$ cat src/rtl/snake_box_mover.sv
// snake_box_mover: steers the snake-head box from four buttons and steps it once every MOVE_FRAMES frames.
//   I_clk, I_rst (async, active-high)
//   I_btn_up/down/left/right : raw buttons, synchronized and edge-detected here
//   I_vs                     : vga_driver O_vs, active-low sync pulse, frame reference
//   O_box_x, O_box_y         : box top-left corner, wraps at the screen edges
//   O_dir                    : heading 0 STOP, 1 UP, 2 DOWN, 3 LEFT, 4 RIGHT
//   O_moving                 : high whenever the heading is not STOP
module snake_box_mover #(
  parameter int H_ACTIVE    = 640,
  parameter int V_ACTIVE    = 480,
  parameter int BOX_SIZE    = 16,
  parameter int STEP        = 16,
  parameter int MOVE_FRAMES = 8,
  parameter int X_INIT      = 320,
  parameter int Y_INIT      = 240
) (
  input  logic       I_clk,
  input  logic       I_rst,
  input  logic       I_btn_up,
  input  logic       I_btn_down,
  input  logic       I_btn_left,
  input  logic       I_btn_right,
  input  logic       I_vs,
  output logic [9:0] O_box_x,
  output logic [9:0] O_box_y,
  output logic [2:0] O_dir,
  output logic       O_moving
);
  typedef enum logic [2:0] {STOP, UP, DOWN, LEFT, RIGHT} dir_t;
  localparam int CW = MOVE_FRAMES > 1 ? $clog2(MOVE_FRAMES) : 1;
  localparam logic [CW-1:0] CMAX = CW'(MOVE_FRAMES - 1);
  localparam logic [10:0] XMAX = 11'(H_ACTIVE - BOX_SIZE);
  localparam logic [10:0] YMAX = 11'(V_ACTIVE - BOX_SIZE);
  localparam logic [10:0] STP = 11'(STEP);
  logic [3:0] s1_q, s1_d, s2_q, s2_d, prev_q, prev_d, pulse;
  logic vs_q, vs_d, tick, step, vert_w, vert_c;
  dir_t dir_q, dir_d, win;
  logic [CW-1:0] cnt_q, cnt_d;
  logic [9:0] x_q, x_d, y_q, y_d;
  logic [10:0] xp, yp;
  always_comb begin
    s1_d = {I_btn_right, I_btn_left, I_btn_down, I_btn_up};
    s2_d = s1_q;
    prev_d = s2_q;
    vs_d = I_vs;
    pulse = s2_q & ~prev_q;
    win = pulse[0] ? UP : pulse[1] ? DOWN : pulse[2] ? LEFT : pulse[3] ? RIGHT : STOP;
    // a press is accepted from STOP or when it turns the heading by 90 degrees
    vert_w = win == UP || win == DOWN;
    vert_c = dir_q == UP || dir_q == DOWN;
    dir_d = (win != STOP && (dir_q == STOP || vert_w != vert_c)) ? win : dir_q;
    // tick marks the rising edge of I_vs, i.e. the end of vertical sync
    tick = I_vs & ~vs_q;
    step = dir_q != STOP && tick && cnt_q == CMAX;
    cnt_d = dir_q == STOP ? '0 : !tick ? cnt_q : cnt_q == CMAX ? '0 : cnt_q + CW'(1);
    xp = {1'b0, x_q} + STP;
    yp = {1'b0, y_q} + STP;
    x_d = !step ? x_q :
          dir_q == RIGHT ? (xp > XMAX ? '0 : xp[9:0]) :
          dir_q == LEFT  ? ({1'b0, x_q} < STP ? XMAX[9:0] : x_q - STP[9:0]) : x_q;
    y_d = !step ? y_q :
          dir_q == DOWN ? (yp > YMAX ? '0 : yp[9:0]) :
          dir_q == UP   ? ({1'b0, y_q} < STP ? YMAX[9:0] : y_q - STP[9:0]) : y_q;
  end
  always_ff @(posedge I_clk or posedge I_rst) begin
    if (I_rst) begin
      s1_q <= '0;
      s2_q <= '0;
      prev_q <= '0;
      vs_q <= 1'b0;
      dir_q <= STOP;
      cnt_q <= '0;
      x_q <= 10'(X_INIT);
      y_q <= 10'(Y_INIT);
    end else begin
      s1_q <= s1_d;
      s2_q <= s2_d;
      prev_q <= prev_d;
      vs_q <= vs_d;
      dir_q <= dir_d;
      cnt_q <= cnt_d;
      x_q <= x_d;
      y_q <= y_d;
    end
  end
  assign O_box_x = x_q;
  assign O_box_y = y_q;
  assign O_dir = dir_q;
  assign O_moving = dir_q != STOP;
endmodule

$ cat config.mk
export PLATFORM = sky130hd
export DESIGN_NAME = snake_box_mover
export DESIGN_NICKNAME = d
export VERILOG_FILES = /design/src/rtl/snake_box_mover.sv
export SDC_FILE = /design/constraint.sdc
export NUM_CORES = 1
export LEC_CHECK = 0
export BUFFER_PORTS_ARGS = -buffer_cell sky130_fd_sc_hd__buf_2
export CORE_MARGIN = 1.5
export CORE_UTILIZATION = 60
export CTS_CLUSTER_DIAMETER = 200
export DETAILED_ROUTE_END_ITERATION = 8
export PLACE_DENSITY = 0.85
export SLEW_MARGIN = 20
export SYNTH_ARGS = -nofsm -noshare
export SYNTH_HDL_FRONTEND = slang
export SYNTH_SLANG_ARGS = --single-unit
$ cat constraint.sdc
create_clock -name I_clk -period 4.4 [get_ports I_clk]
set_clock_uncertainty 0.1 [all_clocks]
set_input_delay 0.66 -clock I_clk [delete_from_list [all_inputs] [get_ports I_clk]]
set_output_delay 0.66 -clock I_clk [all_outputs]
set_load 0.03 [all_outputs]
==> impl_results.md, run 1 <==
* Status: complete, no violations
* Pin count of the biggest net entering global routing at 32
* Clock-pin transition on the worst setup and hold timing paths at 0.11 ns
* Share of the synthesized area in the top cell type at 32.0%
* Async SR Flop Fraction at 100%
* Max incr delay on CP at 0.64 ns
* Setup TNS at 0 ns
* Arrival time worst endpoint at 2.61 ns
* Post-synth top flop: dfrtp_1
* I/O pin count at 31
* Area of the multi-input gates at 1020 um2
* Crit-path cells: inv_1 -> ha_1 -> nand2b_1 -> a32oi_1 -> o21ai_1 -> a211oi_2 -> a21oi_1 -> o21ai_0
* CORE AREA at 3080 um2
* Post-CTS Setup Bufs at 0
* R2r setup slk at 1.95 ns
* CTS H-tree depth at 2
* Final max-slew violation count at 0
* Post-Syn Area at 1950 um2
* Mapped Avg Cell Area at 8.80 um2
* Cts hold-fix bufs at 0
* Total track usage at 24.5%
* Syn. warnings at 0
* Vias in the first global route at 1478
* Worst path slowest cell: dfstp_2
* Fmax at 0.407 GHz
* Horiz. Die Dim at 60.1 um
* Via/cell ratio at 5.82
* Number of nets in the layout at 253
* Sequential Area at 783 um2
* Worst setup SP type: register
* Period utilization at 55.8%
* First-pass GRT wire length at 6450 um
* Initial Util at 63.5%
* P_leak at 0.948 nW
* GPL Wtd Cong at 0.905
* Worst Max-Slew Pin Slew at 0.784 ns
* DRC viols at 0
* Antenna diode count at 0
* Largest cells by area after synthesis: dfrtp_1 32%, dfstp_2 8.1%, ha_1 5.1%
* Kind of critical path: register to register
* Routed vias at 1647
* Post-detailed-route wirelength per cell at 13.8 um
* Post-synth EDFFs at 0
* Max VDD drop at 265 uV
* Total CTS buffers at 5
* WL final at 3910 um
* R2R cell count at 8
* RSZ-0062 raised after global routing: no
* Pwr Density at 353 nW/um2
* Clock Latency Late Sink at 0.35 ns
* Worst setup margin at 1.95 ns
* CTS tree: built
* Reg2reg end: O_box_y[5]
* Seq/Total Area, Yosys at 40.1%
* Non-filler instance count after layout at 283
* 1st-pass router iterations at 4
* Fraction of layout cells with a size suffix above 1 at 16.3%
* Number of I/O port buffers at 22
* TritonCTS Sinks at 31
* Post-place setup slack at 2.03 ns
* Final setup fails at 0
* Crit end category: register
* Initial antenna violation count at 0
* Post_cts resized at 0
* Minimum clock period at 2.45 ns
* Maximum clock path buffer count at 2
* Synth Register Bits at 31
* Grt total ovfl at 0
* Die ar. at 3610 um2
* HP Class: input pin to asynchronous set/reset pin
* CP required at 4.56 ns
* Area grow syn2layout at 6.28%
* Clk root buf: clkbuf_4
* Initial DRC count at 138
* Placed cells at 275
* Yosys top cell by area: dfrtp_1
* Reg2reg start: O_box_y[4]
* Fillers at 266
* Headroom to the max-slew limit at 47.6%
* Routed Antenna Nets at 0
* Cell variety after synth at 50
* Std-Cell Rows at 20
* MaxCap Viol Count at 0
* Max FO, Critical Path at 10
* Cells after Synth at 222
* Fin. Hold Viols at 0
* Die Ht at 60.1 um
* Half-perimeter wire length after placement at 2660 um
-- per-layer routing --
metal	up-vias	track usage, %	wire [um]
met5	-	0	0
met2	71	39.6	1890
li1	795	-	-
met1	774	30.6	1660
met4	0	11.7	61
met3	7	6.28	294
-- final cells by class --
class	count	share of cell area (%)
sequential	31	37.7
multi-input combinational	166	49.4
timing repair buffer	23	5.67
clock buffer	6	1.99
inverter	11	1.99
tap	44	2.65
clock inverter	2	0.603
-- worst max path at each step --
stage / startpoint / to / slack (ns) / depth (start not counted)
final: O_box_y[4] / O_box_y[5] / 1.95 / 8
after global routing: O_box_y[4] / O_box_y[5] / 1.80 / 8
after detailed placement: O_box_y[4] / O_box_y[5] / 2.03 / 8
after global placement: I_vs / O_box_y[8] / 2.09 / 6
after CTS: O_box_y[4] / O_box_y[5] / 1.99 / 8
after floorplan: O_box_y[4] / O_box_y[8] / 2.07 / 8
-- cell families (layout without fill, tap and decap cells) --
family | count (synthesis) | count (layout) | synth area share (%)
compound gates | 51 | 51 | 17.8
xor+xnor | 7 | 7 | 3.14
fa+ha+maj | 8 | 8 | 5.13
buf+inv | 32 | 42 | 8.78
flops | 31 | 31 | 40.1
mux | 6 | 6 | 3.20
other cells | 1 | 8 | 0.192
simple gates | 86 | 86 | 21.7
-- power by group --
part           leakage, nW  internal (mW)  switching [mW]
Clock               0.0282         0.0615           0.102
Combinational        0.549         0.0747           0.134
Sequential           0.370          0.315          0.0459
-- cell usage after synthesis, drive strengths merged (4+ instances only) --
master	count
nor2	24
a22o	4
buf	13
o21ai	11
xnor2	6
nand2	20
nor3	5
nand2b	9
or3	4
dfstp	6
dfrtp	25
a21oi	14
nand3	10
mux2i	4
ha	8
inv	11
clkbuf	8
-- registers in the layout (all words and copies together), names as in the netlist --
register / count
s1_q: 4
prev_q: 4
O_box_x: 6
O_box_y: 6
cnt_q: 3
vs_q: 1
prev_d: 4
O_dir: 3
-- cells in the final DEF, fill, tap and decap left out, types with 2 or more instances in the layout --
cell      netlist  layout
ha_1            8       8
and3_1          3       3
a32oi_1         2       2
nor3b_1         2       2
inv_1          11      11
nand2_1        20      20
dfstp_2         6       6
buf_2           2      22
a211o_1         3       3
a21oi_1        14      14
o41ai_1         2       2
xnor2_1         6       6
nand3_1        10      10
nor3_1          5       5
o21ai_0         9       9
o31ai_1         2       2
nor4_1          2       2
dfrtp_1        25      25
nor2_1         24      24
mux2_2          2       2
a22o_1          4       4
or3_1           4       4
clkbuf_4        0       5
conb_1          1       8
nand2b_1        9       9
mux2i_1         4       4
o21ai_1         2       2
-- critical path, delay by kind of cell (launching register included) --
kind            cells  cell delay [ns]
compound gates      5             1.05
flops               1             0.64
simple gates        1             0.17
buf+inv             1             0.09
fa+ha+maj           1             0.33
-- stage by stage --
step	total power [mW]	util (%)	cell area (um2)	hold slack [ns]
global placement	0.562	65.7	2020	0.235
floorplan	0.542	-	1980	0.231
global route	0.774	67.4	2080	0.279
detailed placement	0.572	65.7	2020	0.240
finish	0.733	67.4	2080	0.261
CTS	0.738	67.4	2080	0.265
Note: power is estimated with default switching activity, not from simulation.
==> run 2: changes to the inputs <==
--- a/config.mk
+++ b/config.mk
@@ -7,10 +7,10 @@
 export LEC_CHECK = 0
 export BUFFER_PORTS_ARGS = -buffer_cell sky130_fd_sc_hd__buf_2
 export CORE_MARGIN = 1.5
-export CORE_UTILIZATION = 60
+export CORE_UTILIZATION = 56
 export CTS_CLUSTER_DIAMETER = 200
 export DETAILED_ROUTE_END_ITERATION = 8
-export PLACE_DENSITY = 0.85
+export PLACE_DENSITY = 0.8
 export SLEW_MARGIN = 20
 export SYNTH_ARGS = -nofsm -noshare
 export SYNTH_HDL_FRONTEND = slang
==> constraint.sdc (replaced) <==
create_clock -name I_clk -period 2.3 [get_ports I_clk]
set_clock_uncertainty 0.1 [all_clocks]
set_input_delay 0.345 -clock I_clk [delete_from_list [all_inputs] [get_ports I_clk]]
set_output_delay 0.345 -clock I_clk [all_outputs]
set_load 0.03 [all_outputs]
==> impl_results.md, run 2 (synthesis results as in run 1) <==
* Status: complete, no violations
* Most common cell after layout, fill and taps aside: nor2_1
* Total CTS buffers at 5 (unchanged)
* Worst path slowest cell: dfstp_2
* Die ar. at 3850 um2 (+6.8%)
* Number of nets in the layout at 270 (+6.7%)
* DRC viols at 0 (unchanged)
* Initial DRC count at 98 (-29%)
* First-pass GRT wire length at 5980 um (-7.4%)
* Met3 WL at 117 um (-60%)
* Max Used Layer: met4
* Fin. Hold Viols at 0 (unchanged)
* Area grow syn2layout at 17.9%
* Util after Layout at 69.0% (+1.6 points)
* RSZ-0062 raised after global routing: yes
* Initial Util at 58.5% (-4.9 points)
* Max incr delay on CP at 0.63 ns (about the same)
* CP required at 2.42 ns (-2.14 ns)
* Vias in the first global route at 1414 (-4.3%)
* Kind of critical path: register to register
* Max VDD drop at 528 uV (+99%)
* Most frequent cells in the layout: 24 x nor2_1, 23 x dfrtp_1, 22 x buf_2, 20 x nand2_1, 17 x buf_4
* TritonCTS Sinks at 31 (unchanged)
* Period utilization at 97.9% (+42 points)
* Crit end category: register
* CTS H-tree depth at 2 (unchanged)
* Die Ht at 62.1 um (+3.3%)
* Fraction of layout cells with a size suffix above 1 at 26.6% (+10 points)
* Crit-path cells: inv_2 -> ha_4 -> nand2b_4 -> nand3_2 -> o21ai_2 -> a211oi_4 -> a221o_1 -> a22o_1
* CTS tree: built
* Final max-slew violation count at 0 (unchanged)
* Minimum clock period at 2.25 ns (-0.203 ns)
* Arrival time worst endpoint at 2.37 ns (-0.24 ns)
* GPL Wtd Cong at 0.847 (-6.5%)
* P_leak at 1.04 nW (+9.8%)
* CORE AREA at 3340 um2 (+8.4%)
* MaxCap Viol Count at 0 (unchanged)
* Routed Antenna Nets at 0 (unchanged)
* Max FO, Critical Path at 8 (-2)
* Number of I/O port buffers at 22 (unchanged)
* Initial antenna violation count at 0 (unchanged)
* Setup TNS at 0 ns (unchanged)
* Clock Latency Late Sink at 0.33 ns (-0.02 ns)
* Grt total ovfl at 0 (unchanged)
* Total track usage at 21.0% (-3.6 points)
* Design area at 2300 um2 (+11%)
* 1st-pass router iterations at 4 (unchanged)
* Dpl cell area at 2120 um2 (+5.0%)
* Worst setup SP type: register
* Placed cells at 290 (+5.5%)
* Horiz. Die Dim at 62.1 um (+3.3%)
* Non-filler instance count after layout at 302 (+6.7%)
* Half-perimeter wire length after placement at 2640 um (-1.0%)
* Overall power at 1.51 mW (+110%)
* Std-Cell Rows at 21 (+5.0%)
* Fmax at 0.444 GHz (+9.0%)
* I/O pin count at 31 (unchanged)
* WL final at 3640 um (-6.9%)
* Pin count of the biggest net entering global routing at 32 (unchanged)
* WL met2 at 1710 um (-9.6%)
* Final setup fails at 0 (unchanged)
* Maximum clock path buffer count at 2 (unchanged)
* Headroom to the max-slew limit at 65.3% (+18 points)
* HP Class: input pin to register
* Routed vias at 1626 (-1.3%)
* Metal-1 WL at 1780 um (+6.8%)
* Clock-pin transition on the worst setup and hold timing paths at 0.10 ns (about the same)
* Post-detailed-route wirelength per cell at 12.0 um (-13%)
* Clk root buf: clkbuf_4
* Via/cell ratio at 5.38 (-7.5%)
* Worst Max-Slew Pin Slew at 0.514 ns (-0.271 ns)
* Pwr Density at 657 nW/um2 (+86%)
* Antenna diode count at 0 (unchanged)
-- run 2: cell types whose count changed in the layout (fill, tap and decap cells not counted), sizes merged --
cell	previous run	this run
buf	23	39
dlygate4sd3	0	1
clkbuf	6	7
clkinv	1	0
-- run 2: repair_timing --
item / 4_1_cts / 5_1_grt
setup endpoints to repair: 1 / 8
hold buffers: 1 / 0
gates resized for setup: 2 / 14
pin swaps: 0 / 6
setup buffers: 0 / 4
endpoints found under the hold margin: 25 / 0
-- run 2: final timing paths --
kind	cells after the start	to	slack [ns]	start
setup / recovery	8	O_box_y[8]	0.05	O_box_y[5]
hold / removal	1	s1_q[2]	0.02	I_btn_left
setup reg to reg	8	O_box_y[8]	0.05	O_box_y[5]
hold reg to reg	0	prev_d[3]	0.25	s1_q[3]
max in group asynchronous	4	O_box_y[6]	1.26	I_rst
min in group asynchronous	4	prev_d[3]	0.51	I_rst
-- run 2: where the power goes --
group / switching, mW / internal (mW) / total, mW
clock network: 0.187 / 0.179 / 0.365
logic: 0.306 / 0.189 / 0.495
registers: 0.0490 / 0.603 / 0.652
total: 0.542 / 0.970 / 1.51
-- run 2: cell type report --
cell class	instances	area, um2
clock buffers	7	65.1
flip-flops and latches	31	786
well taps	46	57.6
repair buffers	40	248
clock inverters	1	7.51
fillers	267	1030
multi-input cells	166	1100
inverters	11	41.3
-- run 2: critical path, delay by kind of cell, from the launching register on --
family	cells	cell delay, ns
simple gates	2	0.20
fa+ha+maj	1	0.27
buf+inv	1	0.07
compound gates	4	0.85
flops	1	0.63
-- run 2: stage by stage --
step                setup slack, ns  hold WS [ns]
floorplan                   0.00337         0.231
global placement             0.0645         0.234
detailed placement           0.0114         0.238
CTS                         0.00714       0.00970
global route                -0.0434       0.00295
finish                       0.0487        0.0247
-- run 2: layer usage --
metal | vias up | track usage [%]
li1 | 826 | -
met1 | 763 | 28.4
met2 | 32 | 33.0
met3 | 5 | 5.18
met4 | 0 | 7.29
met5 | - | 0
